### src/rtl/fp32_divider_seq_if.sv
// Operand/result bundle for the sequential FP32 divider.
// The master side issues operands and start; the slave side is the divider.
interface fp32_divider_seq_if;
  logic [31:0] X;
  logic [31:0] Y;
  logic        start;
  logic        ready;
  logic        done;
  logic [31:0] result;
  logic        zero;
  logic        underflow;
  logic        overflow;
  logic        nan;

  modport master (
    output X, Y, start,
    input  ready, done, result, zero, underflow, overflow, nan
  );

  modport slave (
    input  X, Y, start,
    output ready, done, result, zero, underflow, overflow, nan
  );
endinterface

### src/rtl/fp32_divider_seq.sv
// Sequential IEEE-754 single-precision divider (X / Y), truncating.
// Mantissa quotient comes from a restoring divider producing one bit per
// clock. Denormals are treated as invalid operands. The first quotient bit
// is resolved on the PREP->DIV edge so the DIV state holds the remaining
// bits; done then lands 27 edges after acceptance (2 for special cases).
module fp32_divider_seq #(
  parameter int QBITS = 25
) (
  input  logic               clk,
  input  logic               reset,
  fp32_divider_seq_if.slave  bus
);

  typedef enum logic [2:0] {
    S_IDLE,
    S_PREP,
    S_DIV,
    S_NORM,
    S_DONE
  } state_t;

  localparam logic [4:0] LAST_BIT = 5'(QBITS - 1);

  state_t              state_q, state_d;

  // Working registers: no reset needed, always rewritten before use.
  logic [31:0]         x_q, y_q;
  logic [24:0]         rem_q;
  logic [24:0]         q_q;
  logic [4:0]          cnt_q;
  logic                sign_q;
  logic signed [9:0]   exp_q;

  // Visible result state: cleared by reset.
  logic [31:0]         result_q;
  logic [3:0]          flags_q;   // {zero, underflow, overflow, nan}
  logic                done_q;

  // Operand classification on the latched operands.
  logic                x_zero, x_inv, y_zero, y_inv, special;
  logic [23:0]         mx, my;
  logic signed [9:0]   exp_calc;
  logic [31:0]         spec_res;
  logic [3:0]          spec_flags;
  logic [24:0]         step_in;
  logic [25:0]         step;
  logic signed [9:0]   exp_adj;
  logic [22:0]         mant;
  logic [35:0]         norm_pack;

  // One restoring step: returns {quotient bit, next remainder}.
  function automatic logic [25:0] div_step(input logic [24:0] rem,
                                           input logic [23:0] d);
    logic [24:0] r;
    logic        ge;
    ge = (rem >= {1'b0, d});
    r  = ge ? (rem - {1'b0, d}) : rem;
    return {ge, r[23:0], 1'b0};
  endfunction

  // Exponent range saturation: returns {flags, packed result}.
  function automatic logic [35:0] range_pack(input logic              s,
                                             input logic signed [9:0] e,
                                             input logic [22:0]       m);
    if (e >= 10'sd255)
      return {4'b0010, s, 8'hFF, 23'b0};
    else if (e <= 10'sd0)
      return {4'b0100, s, 30'b0, 1'b1};
    else
      return {4'b0000, s, e[7:0], m};
  endfunction

  assign x_zero  = (x_q[30:23] == 8'h00) && (x_q[22:0] == 23'b0);
  assign y_zero  = (y_q[30:23] == 8'h00) && (y_q[22:0] == 23'b0);
  assign x_inv   = (x_q[30:23] == 8'hFF) || ((x_q[30:23] == 8'h00) && (x_q[22:0] != 23'b0));
  assign y_inv   = (y_q[30:23] == 8'hFF) || ((y_q[30:23] == 8'h00) && (y_q[22:0] != 23'b0));
  assign special = x_zero || x_inv || y_zero || y_inv;

  assign mx       = {1'b1, x_q[22:0]};
  assign my       = {1'b1, y_q[22:0]};
  assign exp_calc = $signed({2'b00, x_q[30:23]}) - $signed({2'b00, y_q[30:23]}) + 10'sd127;

  assign step_in  = (state_q == S_PREP) ? {1'b0, mx} : rem_q;
  assign step     = div_step(step_in, my);

  assign exp_adj   = q_q[24] ? exp_q : (exp_q - 10'sd1);
  assign mant      = q_q[24] ? q_q[23:1] : q_q[22:0];
  assign norm_pack = range_pack(sign_q, exp_adj, mant);

  // Special-case result by priority: X zero, then invalid, then Y zero.
  always_comb begin
    spec_res   = 32'h0000_0000;
    spec_flags = 4'b0000;
    if (x_zero) begin
      spec_flags = 4'b1000;
    end else if (x_inv || y_inv) begin
      spec_res   = 32'h7F80_0000;
      spec_flags = 4'b0001;
    end else if (y_zero) begin
      spec_res   = {x_q[31] ^ y_q[31], 8'hFF, 23'b0};
      spec_flags = 4'b0010;
    end
  end

  // State register.
  always_ff @(posedge clk or posedge reset) begin
    if (reset) state_q <= S_IDLE;
    else       state_q <= state_d;
  end

  // Next-state logic; start only matters when ready.
  always_comb begin
    state_d = state_q;
    case (state_q)
      S_IDLE, S_DONE: if (bus.start) state_d = S_PREP;
      S_PREP:         state_d = special ? S_DONE : S_DIV;
      S_DIV:          if (cnt_q == LAST_BIT) state_d = S_NORM;
      S_NORM:         state_d = S_DONE;
      default:        state_d = S_IDLE;
    endcase
  end

  // Operand capture and iterative quotient datapath.
  always_ff @(posedge clk) begin
    case (state_q)
      S_IDLE, S_DONE: begin
        if (bus.start) begin
          x_q <= bus.X;
          y_q <= bus.Y;
        end
      end
      S_PREP: begin
        sign_q <= x_q[31] ^ y_q[31];
        exp_q  <= exp_calc;
        q_q    <= {24'b0, step[25]};
        rem_q  <= step[24:0];
        cnt_q  <= 5'd1;
      end
      S_DIV: begin
        q_q   <= {q_q[23:0], step[25]};
        rem_q <= step[24:0];
        cnt_q <= cnt_q + 5'd1;
      end
      default: ;
    endcase
  end

  // Result/flag registers and the one-cycle done pulse.
  always_ff @(posedge clk or posedge reset) begin
    if (reset) begin
      result_q <= 32'h0000_0000;
      flags_q  <= 4'b0000;
      done_q   <= 1'b0;
    end else begin
      done_q <= 1'b0;
      if (state_q == S_PREP && special) begin
        result_q <= spec_res;
        flags_q  <= spec_flags;
        done_q   <= 1'b1;
      end else if (state_q == S_NORM) begin
        result_q <= norm_pack[31:0];
        flags_q  <= norm_pack[35:32];
        done_q   <= 1'b1;
      end
    end
  end

  assign bus.ready     = (state_q == S_IDLE) || (state_q == S_DONE);
  assign bus.done      = done_q;
  assign bus.result    = result_q;
  assign bus.zero      = flags_q[3];
  assign bus.underflow = flags_q[2];
  assign bus.overflow  = flags_q[1];
  assign bus.nan       = flags_q[0];

endmodule

### src/flat_wrapper.sv
// flat-port wrapper written by rule: the top's interface ports become plain ports
module fp32_divider_seq_flat 
#(
  parameter int QBITS = 25
)
  (clk, reset, bus_X, bus_Y, bus_start, bus_ready, bus_done, bus_result, bus_zero, bus_underflow, bus_overflow, bus_nan);
  fp32_divider_seq_if bus_i ();
  input  logic clk;
  input  logic reset;
  input wire logic [$bits(bus_i.X)-1:0] bus_X;
  input wire logic [$bits(bus_i.Y)-1:0] bus_Y;
  input wire logic [$bits(bus_i.start)-1:0] bus_start;
  output wire logic [$bits(bus_i.ready)-1:0] bus_ready;
  output wire logic [$bits(bus_i.done)-1:0] bus_done;
  output wire logic [$bits(bus_i.result)-1:0] bus_result;
  output wire logic [$bits(bus_i.zero)-1:0] bus_zero;
  output wire logic [$bits(bus_i.underflow)-1:0] bus_underflow;
  output wire logic [$bits(bus_i.overflow)-1:0] bus_overflow;
  output wire logic [$bits(bus_i.nan)-1:0] bus_nan;
  assign bus_i.X = bus_X;
  assign bus_i.Y = bus_Y;
  assign bus_i.start = bus_start;
  assign bus_ready = bus_i.ready;
  assign bus_done = bus_i.done;
  assign bus_result = bus_i.result;
  assign bus_zero = bus_i.zero;
  assign bus_underflow = bus_i.underflow;
  assign bus_overflow = bus_i.overflow;
  assign bus_nan = bus_i.nan;
  fp32_divider_seq #(.QBITS(QBITS)) u_core (.clk(clk), .reset(reset), .bus(bus_i));
endmodule
### config.mk
export PLATFORM = sky130hd
export DESIGN_NAME = fp32_divider_seq_flat
export DESIGN_NICKNAME = d
export VERILOG_FILES = /design/src/rtl/fp32_divider_seq_if.sv /design/src/rtl/fp32_divider_seq.sv /design/src/flat_wrapper.sv
export SDC_FILE = /design/constraint.sdc
export NUM_CORES = 1
export LEC_CHECK = 0
export ABC_AREA = 0
export BUFFER_PORTS_ARGS = -buffer_cell sky130_fd_sc_hd__buf_2
export CORE_ASPECT_RATIO = 1.5
export CORE_UTILIZATION = 63
export DETAILED_ROUTE_END_ITERATION = 8
export PLACE_DENSITY = 0.85
export SLEW_MARGIN = 5
export SYNTH_ARGS = -nofsm -noshare
export SYNTH_HDL_FRONTEND = slang
export SYNTH_SLANG_ARGS = --single-unit
export TNS_END_PERCENT = 20
### constraint.sdc
create_clock -name clk -period 14 [get_ports clk]
set_input_delay 2.8 -clock clk [delete_from_list [all_inputs] [get_ports clk]]
set_output_delay 2.8 -clock clk [all_outputs]
set_load 0.02 [all_outputs]
### Yosys cells after proc, flatten, opt, wreduce, memory -nomap -nowiden

Cells that the tools add are included.

* bits in registers: 169
* output and inout port bits: 38
* input bits: 67

* reductions and logical operators: 25
* eq/ne operators: 9
* add/sub/neg operators: 5
* mux-type cells: 24
* bitwise operators: 1
* $lt $le $gt $ge: 3

Operators with widths (number)
* $mux W32: 5
* $pmux W25 S2: 1
* $logic_not A23 Y1: 2
* $reduce_bool A23 Y1: 2
* $mux W36: 1
* $mux W35: 1
* $ge A25 B24 Y1: 1
* $mux W25: 1
* $mux W24: 1
* $sub A24 B24 Y24: 1
* $mux W23: 1
* $eq A8 B8 Y1 const B: 2
* $logic_not A8 Y1: 2
* $mux W4: 4
* $pmux W3 S4: 1
* $add A10 B8 Y10 const B: 1
* $ge A10 B9 Y1 const B: 1
* $le A10 B1 Y1 const B: 1
* $mux W10: 1
* $pmux W5 S2: 1
* $sub A10 B2 Y10 const B: 1
* $mux W3: 3
* $sub A8 B8 Y9: 1
* $logic_or A1 B1 Y1: 7
* other kinds (15): 24

### Depth between registers and ports, before layout

* word-level depth: 8
* depth in mapped cells: 19
* depth with buffers taken out: 15

### Worst setup path before layout

No wires, ideal clock.

* kind: input -> register
* start point: in bus_start
* end point: reg u_core.x_q[0], enable pin
* library setup time: 0.564 ns
* arrival time: 7.179 ns
* path slack: 6.257 ns
* cell stages on the path: 2
* cells stage by stage: inv_1 -> nor3_1

* longest elaborated chain between the ends: 1

Ends and longest elaborated chain
* start: declaration: line flat_wrapper.sv:12 `input wire logic [$bits(bus_i.start)-1:0] bus_start;`
* $reduce_and A2 Y1 (no line)
* end signal: assignment: line fp32_divider_seq.sv:128 `x_q <= bus.X;`
* end: declaration: line fp32_divider_seq.sv:27 `logic [31:0] x_q, y_q;`

Every way passes these cells.
A chain may end at the register's enable or synchronous reset.

### Worst setup path after layout

* start point: reg u_core.state_q[1]
* end point: reg u_core.rem_q[3], data pin

* longest elaborated chain between the ends: 4
* elaborated cells on any way between the ends: 5

Ends and longest elaborated chain
* start: declaration: line fp32_divider_seq.sv:24 `state_t state_q, state_d;`
* start signal: assignment: line fp32_divider_seq.sv:108 `else state_q <= state_d;`
* $eq A3 B1 Y1 (*): line fp32_divider_seq.sv:83 `assign step_in = (state_q == S_PREP) ? {1'b0, mx} : rem_q;`
* $mux W25 (*): line fp32_divider_seq.sv:83
* $sub A24 B24 Y24 or $ge A25 B24 Y1 (tied branches): line fp32_divider_seq.sv:57, fp32_divider_seq.sv:56
* $mux W24 (*): line fp32_divider_seq.sv:57 `r = ge ? (rem - {1'b0, d}) : rem;`
* named net u_core.step[3]: line fp32_divider_seq.sv:46 `logic [25:0] step;`
* end signal: assignment: line fp32_divider_seq.sv:136 `rem_q <= step[24:0];`
* end signal: assignment: line fp32_divider_seq.sv:141 `rem_q <= step[24:0];`
* end: declaration: line fp32_divider_seq.sv:28 `logic [24:0] rem_q;`

The timed path passes the listed nets; every way through them passes the cells marked *.

==> reports/results.tsv <==
stage	metric	value	unit
status	status	finished, violations left	
status	violations	DRC	
clock_tree	htreeDepth	4	
pwr	netSwitchingFraction	40.2	%
clock_tree	cts_hold_buf	0	
synthesis	synth_enable_flop_cells	129	
critical_path	cp.arrival	5.34	ns
critical_path	reg2regPathDepth	15	
grt	grt_max_degree	65	
min_path	hold_path_depth	2	
clock_tree	clockBufferDepth	2	
sta	final_max_slew_viol_count	0	
final_layout	final_util	74.0	%
sta	period_needed	5.16	ns
floorplanning	num_io_pins	105	
final_layout	ff_latch_area	4870	sq um
floorplanning	die_w	98.1	microns
sta	fin_crit_sh	36.9	%
synthesis	synth_top_cell_by_area	edfxtp_1	
clock_tree	cts_tree	yes	
pwr	power.share.clock	17.5	%
synthesis	yosys-top-cells-count	129 x edfxtp_1, 120 x nand2_1, 52 x inv_1	
sta	fmax	194	MHz
pwr	powerDensity	266	nW/um^2
drt	viasPerCell	6.02	
min_path	hold_class	flip-flop to flip-flop	
synthesis	ys_seq_elements	169	
drt	drtIter0Drc	401	
synthesis	avgSynthCellArea	11.3	sq um
drt	route.vias.total	6337	
synthesis	yosysSeqAreaShare	55.9	%
sta	relSlewSlack	22.9	%
synthesis	synth.cell_area	8720	sq um
grt	grt_use_total	28.7	%
sta	finalSetupTns	0	ns
critical_path	max_stage_delay	0.59	ns
critical_path	cp_max_fo	27	
clock_tree	post_cts_buffers	0	
pwr	leakage	4.31	nW
pwr	ir_worst_vdd	0.155	mV
grt	grt_pass1_vias	6532	
clock_tree	clock_sinks	169	
clock_tree	clk_pin_slew	0.07	ns
drt	drc_errors	7	
pwr	p_seq_share	35.0	%
critical_path	r2r_setup_slack	8.84	ns
place	place_congestion	0.950	
drt	dr.pass1.iters	7	
final_layout	multi_input_area	3560	sq um
floorplanning	design.die.area	14300	sq um
clock_tree	cts_resized	0	
min_path	holdPathEnd	u_core.flags_q[3]	
synthesis	async_flop_share	23.7	%
critical_path	start_kind	flip-flop	
final_layout	layout.nets	981	
synthesis	synth.area.top_cells	edfxtp_1 44%, dfrtp_1 11%, nand2_1 5.2%	
clock_tree	clock-root-buffer	clkbuf_16	
place	dp_hpwl	13.9	mm
sta	finClkSkew	0.0132	ns
critical_path	worstReg2RegStart	u_core.state_q[1]	
final_layout	drive_gt1_share	21.3	%
clock_tree	numCtsBuffers	17	
floorplanning	rows	52	
final_layout	stdcell_count	1052	
floorplanning	coreArea	13500	sq um
critical_path	path_cells	nor2_1 -> nand2_1 -> buf_4 -> inv_1 -> buf_4 -> nand2_1 -> nand2_1 -> ha_1 -> nand4_1 -> or4_1 -> o41ai_1 -> o22ai_1 -> a2bb2oi_2 -> buf_4 -> mux2_2	
synthesis	syn_nets	873	
critical_path	required	14.18	ns
grt	grt_pass1_wl	31.5	mm
pwr	switchingPower	1.07	mW
pwr	internal-power	1.59	mW
sta	rsz0062_at_grt	false	
sta	holdWs	0.471	ns
final_layout	fillers	932	
sta	worst_pin_slew	1.15	ns
sta	setup_viol	0	
grt	antenna_found_initial	0	
synthesis	yosysMostFrequentCell	edfxtp_1	
final_layout	diodes	0	
synthesis	synthFlopType	edfxtp_1	
synthesis	synth_cell_types	63	
place	placement.io_buffers	104	
critical_path	startpoint	u_core.state_q[1]	
sta	hold_violations	0	
final_layout	area_delta_synth_final	14.8	%
synthesis	postSynthCellCount	769	
drt	avgRoutedWirePerCell	18.5	microns
drt	drt_wl_total	19.4	mm
critical_path	r2r-end	u_core.rem_q[3]	
pwr	combPwrFrac	47.5	%
run	maxCapViolCount	0	
synthesis	yosysWarnings	0	
grt	overflow	0	
synthesis	synth_top_area_share	44.4	%
place	place_inst	1020	
drt	ant_nets	0	
min_path	holdCritStartpoint	u_core.flags_q[3]	
clock_tree	clkLatencyLatePin	0.43	ns
critical_path	end_kind	flip-flop	
critical_path	crit_slowest_cell	a2bb2oi_2	
critical_path	critPathKind	flip-flop to flip-flop	
floorplanning	die_h	146	microns
floorplanning	initial_utilization	64.4	%
==> how the worst max path moves through the flow <==
stage	to	slack [ns]	cells past startpoint
floorplan	u_core.x_q[0]	6.26	2
global placement	u_core.rem_q[6]	9.02	15
detailed placement	u_core.rem_q[5]	8.89	15
CTS	u_core.rem_q[3]	8.86	15
global route	u_core.rem_q[3]	8.48	15
finish	u_core.rem_q[3]	8.84	15
==> stage by stage <==
step                      total power [mW]  setup slack (ns)  area, sq um
after floorplan                       1.87              6.26         8720
after global placement                2.12              9.02         9420
after detailed placement              2.17              8.89         9420
after CTS                             2.66              8.86        10000
after global routing                  2.82              8.48        10000
final                                 2.66              8.84        10000
==> critical path: cells and delay by family, from the launching register on <==
kind	cells	cell delay (ns)
buf+inv	4	1.31
fa+ha+maj	1	0.39
flops	1	0.47
mux	1	0.37
simple gates	6	1.08
compound gates	3	1.28
==> metal layers <==
| metal | up-vias | wire [microns] | GRT usage [%] |
|---|---|---|---|
| met1 | 3049 | 7270 | 31.0 |
| met2 | 232 | 10400 | 52.4 |
| met4 | 0 | 901 | 16.7 |
| li1 | 2995 | - | - |
| met3 | 61 | 842 | 4.69 |
| met5 | - | 0 | 0 |
==> logic make-up (layout without fill, tap and decap cells) <==
logic type / after synthesis / after routing / share of synthesized area (%)
simple gates: 264 / 264 / 14.8
flops: 169 / 169 / 55.9
compound gates: 135 / 135 / 10.6
buf+inv: 76 / 197 / 3.44
mux: 46 / 46 / 5.55
xor+xnor: 42 / 42 / 4.22
fa+ha+maj: 37 / 37 / 5.48
==> flip-flops by register name, summed over array words and instances (netlist names) <==
name               cells
u_core.exp_q          10
u_core.bus.done        1
u_core.rem_q          24
u_core.x_q            32
u_core.y_q            32
u_core.q_q            25
u_core.state_q         3
u_core.cnt_q           5
u_core.sign_q          1
u_core.flags_q         4
u_core.bus.result     32
==> layout make-up <==
cell class                      count  area share, %
Sequential cell                   169           48.7
Timing Repair Buffer              112           5.80
Inverter                           53           1.99
Tap cell                          162           2.02
Clock inverter                     14           1.41
Clock buffer                       18           4.50
Multi-Input combinational cell    524           35.6
==> power groups by stage <==
stage          Combinational (mW)  Sequential [mW]  Clock, mW
4_1_cts                      1.26            0.931      0.472
6_report                     1.26            0.933      0.466
3_3_place_gp                 1.19            0.929          0
3_5_place_dp                 1.24            0.939          0
2_1_floorplan               0.911            0.963          0
5_1_grt                      1.38            0.953      0.490
==> cells in the final DEF, fill, tap and decap left out, types with 3 or more instances in the layout <==
cell / netlist / layout
clkbuf_16: 0 / 18
and2_1: 26 / 26
a21o_1: 12 / 12
or4_1: 5 / 5
nor2b_1: 7 / 7
ha_1: 35 / 35
inv_8: 0 / 3
o21a_1: 7 / 7
edfxtp_1: 129 / 129
nand2b_1: 10 / 10
dfrtp_1: 40 / 40
o21bai_1: 4 / 4
nand3_1: 14 / 14
inv_1: 52 / 52
a21oi_1: 34 / 34
a211oi_1: 3 / 3
and3_1: 3 / 3
o221a_2: 4 / 4
o21ai_0: 21 / 21
buf_2: 3 / 104
xnor2_1: 26 / 26
nor4_1: 16 / 16
o31ai_1: 13 / 13
or3_1: 5 / 5
a31o_2: 3 / 3
xor2_1: 16 / 16
nand4_1: 11 / 11
o211ai_1: 4 / 4
o21ai_2: 10 / 10
buf_4: 1 / 8
mux2_2: 19 / 19
a31oi_1: 3 / 3
nand2_1: 120 / 119
inv_6: 0 / 6
o22ai_1: 3 / 3
nor2_1: 27 / 26
mux2i_1: 27 / 27
nor3_1: 10 / 9
Power figures use the tool's default switching activity.
